[src/rtl/instr_fetch.sv]
// -----------------------------------------------------------------------------
// instr_fetch
//
// Instruction fetch sequencer between a synchronous program ROM and a 9-bit
// datapath. It fetches one instruction word, plus a trailing immediate word
// for move-immediate instructions. It issues the instruction with a one-cycle
// `run` pulse and then holds until the datapath reports `Done` before
// advancing the program counter.
//
// Parameters
//   AW      ROM address width (program space is 2^AW words)
//   DW      instruction/data word width; opcode is [DW-1:DW-3]
//   MVI_OP  opcode whose instruction carries a trailing immediate word
//
// Ports
//   clk       in   clock, all state on the rising edge
//   rst       in   asynchronous active-low reset
//   start     in   level, sampled in IDLE; begins execution from pc
//   stop      in   level; finish the instruction in flight, then go idle
//   rom_addr  out  ROM address (combinational from state and pc)
//   rom_q     in   ROM read data, valid the cycle after rom_addr
//   run       out  one-cycle issue pulse to the datapath
//   DIN       out  instruction during run, then immediate/instruction
//   Done      in   datapath completion, sampled only in WAIT
//   pc        out  address of the next instruction to fetch
//   busy      out  high in every state except IDLE and HALT
//   halted    out  high in HALT
//
// Configuration
//   INSTR_FETCH_HALT_EN  when defined, an all-zero instruction word is a halt:
//                        it is not issued and the sequencer parks in HALT
//                        until reset. When undefined, all-zero is an ordinary
//                        instruction and `halted` is tied low.
// -----------------------------------------------------------------------------
module instr_fetch #(
    parameter int         AW     = 5,
    parameter int         DW     = 9,
    parameter logic [2:0] MVI_OP = 3'b001
) (
    input  logic          clk,
    input  logic          rst,
    input  logic          start,
    input  logic          stop,
    output logic [AW-1:0] rom_addr,
    input  logic [DW-1:0] rom_q,
    output logic          run,
    output logic [DW-1:0] DIN,
    input  logic          Done,
    output logic [AW-1:0] pc,
    output logic          busy,
    output logic          halted
);

    typedef enum logic [2:0] {
        S_IDLE  = 3'd0,
        S_ADDR  = 3'd1,
        S_CAPT  = 3'd2,
        S_IADDR = 3'd3,
        S_ICAPT = 3'd4,
        S_ISSUE = 3'd5,
        S_WAIT  = 3'd6,
        S_HALT  = 3'd7
    } state_t;

    state_t        state_q, state_d;

    logic [AW-1:0] pc_q, pc_d;
    logic [DW-1:0] ir_q, ir_d;
    logic [DW-1:0] imm_q, imm_d;
    logic          stop_q, stop_d;

    logic          run_q, run_d;
    logic [DW-1:0] din_q, din_d;
    logic          busy_q, busy_d;

    logic          rom_is_mvi;
    logic          ir_is_mvi;
    logic          halt_word;
    logic          wait_done;
    logic          active;

    // Opcode decode: the live ROM word steers the CAPT branch, the captured
    // instruction steers DIN selection and the pc step in WAIT.
    assign rom_is_mvi = (rom_q[DW-1:DW-3] == MVI_OP);
    assign ir_is_mvi  = (ir_q[DW-1:DW-3] == MVI_OP);
    assign wait_done  = (state_q == S_WAIT) && Done;
    assign active     = (state_q != S_IDLE) && (state_q != S_HALT);

`ifdef INSTR_FETCH_HALT_EN
    assign halt_word = (rom_q == '0);

    logic halted_q;

    always_ff @(posedge clk or negedge rst) begin
        if (!rst) begin
            halted_q <= 1'b0;
        end else begin
            halted_q <= (state_d == S_HALT);
        end
    end

    assign halted = halted_q;
`else
    assign halt_word = 1'b0;
    assign halted    = 1'b0;
`endif

    // -------------------------------------------------------------------------
    // State register and all registered datapath/output state
    // -------------------------------------------------------------------------
    always_ff @(posedge clk or negedge rst) begin
        if (!rst) begin
            state_q <= S_IDLE;
            pc_q    <= '0;
            ir_q    <= '0;
            imm_q   <= '0;
            stop_q  <= 1'b0;
            run_q   <= 1'b0;
            din_q   <= '0;
            busy_q  <= 1'b0;
        end else begin
            state_q <= state_d;
            pc_q    <= pc_d;
            ir_q    <= ir_d;
            imm_q   <= imm_d;
            stop_q  <= stop_d;
            run_q   <= run_d;
            din_q   <= din_d;
            busy_q  <= busy_d;
        end
    end

    // -------------------------------------------------------------------------
    // Next-state logic
    // -------------------------------------------------------------------------
    always_comb begin
        state_d = state_q;
        case (state_q)
            S_IDLE: begin
                if (start) begin
                    state_d = S_ADDR;
                end
            end
            S_ADDR: begin
                state_d = S_CAPT;
            end
            S_CAPT: begin
                if (rom_is_mvi) begin
                    state_d = S_IADDR;
                end else if (halt_word) begin
                    state_d = S_HALT;
                end else begin
                    state_d = S_ISSUE;
                end
            end
            S_IADDR: begin
                state_d = S_ICAPT;
            end
            S_ICAPT: begin
                state_d = S_ISSUE;
            end
            S_ISSUE: begin
                state_d = S_WAIT;
            end
            S_WAIT: begin
                // A stop arriving in the same cycle as Done still counts.
                if (Done) begin
                    state_d = (stop_q || stop) ? S_IDLE : S_ADDR;
                end
            end
            S_HALT: begin
                state_d = S_HALT;
            end
            default: begin
                state_d = S_IDLE;
            end
        endcase
    end

    // -------------------------------------------------------------------------
    // Output and datapath next-value logic
    // -------------------------------------------------------------------------

    // The immediate lives one word past the instruction; address arithmetic
    // wraps naturally at AW bits, so an mvi in the last slot reads word 0.
    always_comb begin
        rom_addr = pc_q;
        if (state_q == S_IADDR) begin
            rom_addr = pc_q + AW'(1);
        end
    end

    always_comb begin
        pc_d   = pc_q;
        ir_d   = ir_q;
        imm_d  = imm_q;
        stop_d = stop_q;

        if (state_q == S_CAPT) begin
            ir_d = rom_q;
        end
        if (state_q == S_ICAPT) begin
            imm_d = rom_q;
        end

        if (wait_done) begin
            pc_d   = pc_q + (ir_is_mvi ? AW'(2) : AW'(1));
            stop_d = 1'b0;
        end else if (stop && (active || (state_q == S_IDLE && start))) begin
            // Remember the stop request until the current instruction retires.
            stop_d = 1'b1;
        end
    end

    // Registered outputs are computed from the upcoming state so they line
    // up with it: run is high exactly while in ISSUE, DIN switches to the
    // immediate on the first WAIT cycle.
    always_comb begin
        run_d  = (state_d == S_ISSUE);
        busy_d = (state_d != S_IDLE) && (state_d != S_HALT);
        din_d  = din_q;
        if (state_d == S_ISSUE) begin
            din_d = ir_d;
        end else if (state_d == S_WAIT) begin
            din_d = ir_is_mvi ? imm_q : ir_q;
        end
    end

    assign run  = run_q;
    assign DIN  = din_q;
    assign pc   = pc_q;
    assign busy = busy_q;

endmodule

[config.mk]
export PLATFORM = sky130hd
export DESIGN_NAME = instr_fetch
export DESIGN_NICKNAME = d
export VERILOG_FILES = /design/src/rtl/instr_fetch.sv
export SDC_FILE = /design/constraint.sdc
export NUM_CORES = 1
export LEC_CHECK = 0
export ABC_CLOCK_PERIOD_IN_PS = 2650
export BUFFER_PORTS_ARGS = -buffer_cell sky130_fd_sc_hd__buf_2
export CAP_MARGIN = 10
export CORE_ASPECT_RATIO = 0.9
export CORE_MARGIN = 4
export CORE_UTILIZATION = 54
export CTS_CLUSTER_SIZE = 28
export DETAILED_ROUTE_END_ITERATION = 12
export PLACE_DENSITY = 0.78
export SYNTH_ARGS = -nofsm -noshare
export SYNTH_HDL_FRONTEND = slang
export SYNTH_SLANG_ARGS = --single-unit
[constraint.sdc]
create_clock -name clk -period 2.65 [get_ports clk]
set_clock_uncertainty 0.2 [all_clocks]
set_input_delay 0.53 -clock clk [delete_from_list [all_inputs] [get_ports clk]]
set_output_delay 0.53 -clock clk [all_outputs]
set_load 0.03 [all_outputs]
==> results.cfg <==
[placed_design]
routabilityCongestion = 0.831
portBuffers = 34
pre_cts_ws_ps = 188
dpl.hpwl_mm = 2.79

[grt]
first_global_vias = 1474
grt_overflow = 0
antenna_found_initial = 0
grt_pass1_wl_mm = 6.78
grt_max_degree = 39
grt.total_usage = 0.190

[timing]
setup_viol = 0
maxSlewViolCount = 0
post-route-period-util = 0.939
fin_crit_ps = 2490
worstMarginPinSlew_ps = 808
finalHoldViolations = 0
fin_ws_ps = 161
fmax_ghz = 0.402
relSlewSlack = 0.461

[floorplanning]
fp.dieH_um = 64.6
chipWidth_um = 70.8
initial_core_util = 0.564
die-area_um2 = 4570
ios = 36
std_cell_rows = 20
coreArea_um2 = 3400

[setup_path]
crit_fanout = 13
start_kind = register
startpoint = state_q[2]
required_ps = 1920
arrival_ps = 1760
crit_path_end_kind = primary output
r2r_start = state_q[0]
crit_type = register to primary output

[layout]
drive_gt1_frac = 0.301
antennaDiodeCount = 0
final_nets = 243
area_delta_synth_final_pct = 15.8
num-fill-cells = 291

[logic_synthesis]
avgSynthCellArea_um2 = 10.1
ys_async_sr_fraction = 1.00
synth.area.top_cells = dfrtp_1, mux2_2, nand2_1, a21oi_1, mux2i_1
yosysUniqueCellTypes = 40
synth_commonest_cells = nand2_1, dfrtp_1, mux2_2, a21oi_1
yosysWarnings = 0
synth_area_um2 = 1920
synth_edf_count = 0
synth_largest_area_cell = dfrtp_1
synth_flop_cell = dfrtp_1
yosysMostFrequentCell = nand2_1
netlist_instances = 190
netlist.area_leader.share = 0.495
ys_ff_latch = 38
yosysSeqAreaShare = 0.495
syn_nets = 208

[detailed_routing]
dr.first_iter.drc_count = 40
routedWlPerCell_um = 14.3
dr.pass1.iters = 4
wl_mm = 3.86
met1Wirelength_mm = 1.74
drc = 0
dr_wl_met2_mm = 1.83
wl_met3_um = 233
vias = 1466
routed.top_layer = met4
drtAntennaViolNets = 0
vias_per_cell = 5.43

[clock_network]
cts_tree = yes
cts_made_buffers = 5
cts.sinks = 38
cts.clk_slew.worst_paths_ps = 70
postCtsSetupBuffers = 0
clock_latency_ps = 300
htreeDepth = 2
cts_root_buf = clkbuf_8
clock_path_buffers = 2

[power]
p_total_mw = 3.10
ir_worst_vdd_mv = 0.810
powerDensity_nw_per_um2 = 1390
leakagePower_nw = 1.12

[flow_run]
maxCapViolations = 0

[outcome]
status = complete, no violations

[min_path]
hold_class = input port to asynchronous set/reset pin
-- cell usage in the layout, fill, tap and decap left out, types with 2 or more instances in the layout --
cell	n
nand2_1	42
dfrtp_1	37
buf_2	34
mux2_2	14
a21oi_1	12
nor2_1	9
inv_1	9
mux2i_1	6
clkbuf_8	6
o21ai_0	4
nand3_1	4
xor2_1	4
nor3_1	3
xnor2_1	3
ha_1	3
buf_4	3
or3b_1	2
nor3b_1	2
and3b_1	2
and3_1	2
a221oi_1	2
-- report_power, final --
part	switching [mW]	total (mW)	internal, mW
logic	0.903	1.56	0.654
registers	0.257	1.13	0.868
clock network	0.208	0.417	0.209
total	1.37	3.10	1.73
-- per-layer routing --
layer  up-vias  global-route usage
li1        706                   -
met1       707               0.233
met2        43               0.318
met3        10              0.0620
met4         0              0.0587
met5         -                   0
-- sequential cells by signal, indices dropped and copies added (netlist names) --
register	count
busy	1
DIN	9
imm_q	9
run	1
state_q	3
ir_q	9
stop_q	1
pc	5
-- metrics by stage --
stage,setup TNS (ps),hold slack (ps),instances,util,area [µm²]
CTS,0,146,270,0.652,2220
floorplan,0,34.4,190,-,1920
detailed placement,0,267,262,0.624,2120
finish,0,116,270,0.653,2220
global route,-1.12,195,270,0.653,2220
global placement,0,261,262,0.624,2120
-- critical path, stage by stage, from the launching register on --
cell and delay, ps:
dfrtp_1 530, nor2b_2 240, nand3_1 150, nor2_1 180
xor2_1 150, buf_2 210
-- area by class of cell --
class | count | area (µm²) | area share
clock buffer | 6 | 82.6 | 0.0371
inverter | 9 | 33.8 | 0.0152
clock inverter | 2 | 12.5 | 0.00563
multi-input combinational | 134 | 895 | 0.402
sequential | 38 | 952 | 0.428
timing repair buffer | 37 | 193 | 0.0867
tap | 44 | 55.1 | 0.0248
-- kinds of logic after synthesis --
| kind of cell | synth area share |
|---|---|
| other | 0.00195 |
| multiplexers | 0.113 |
| AND/OR/NAND/NOR | 0.192 |
| AO/OA/AOI/OAI | 0.0952 |
| buffers and inverters | 0.0398 |
| adder cells (fa/ha/maj) | 0.0300 |
| flip-flops | 0.495 |
| XOR/XNOR | 0.0319 |
-- final timing paths --
| path | cells after the start | to | slack, ps |
|---|---|---|---|
| min | 1 | stop_q | 120 |
| min reg2reg | 2 | imm_q[8] | 280 |
| max | 5 | rom_addr[4] | 160 |
| min in group clk | 3 | imm_q[7] | 250 |
| max in group asynchronous | 1 | state_q[1] | 1570 |
| max reg2reg | 6 | DIN[3] | 350 |
-- what timing repair did --
item                                    4_1_cts  5_1_grt
hold buffers                                  0        0
gates resized for setup                       0        2
endpoints found under the setup margin        0        3
(Power assumes the default switching activity.)
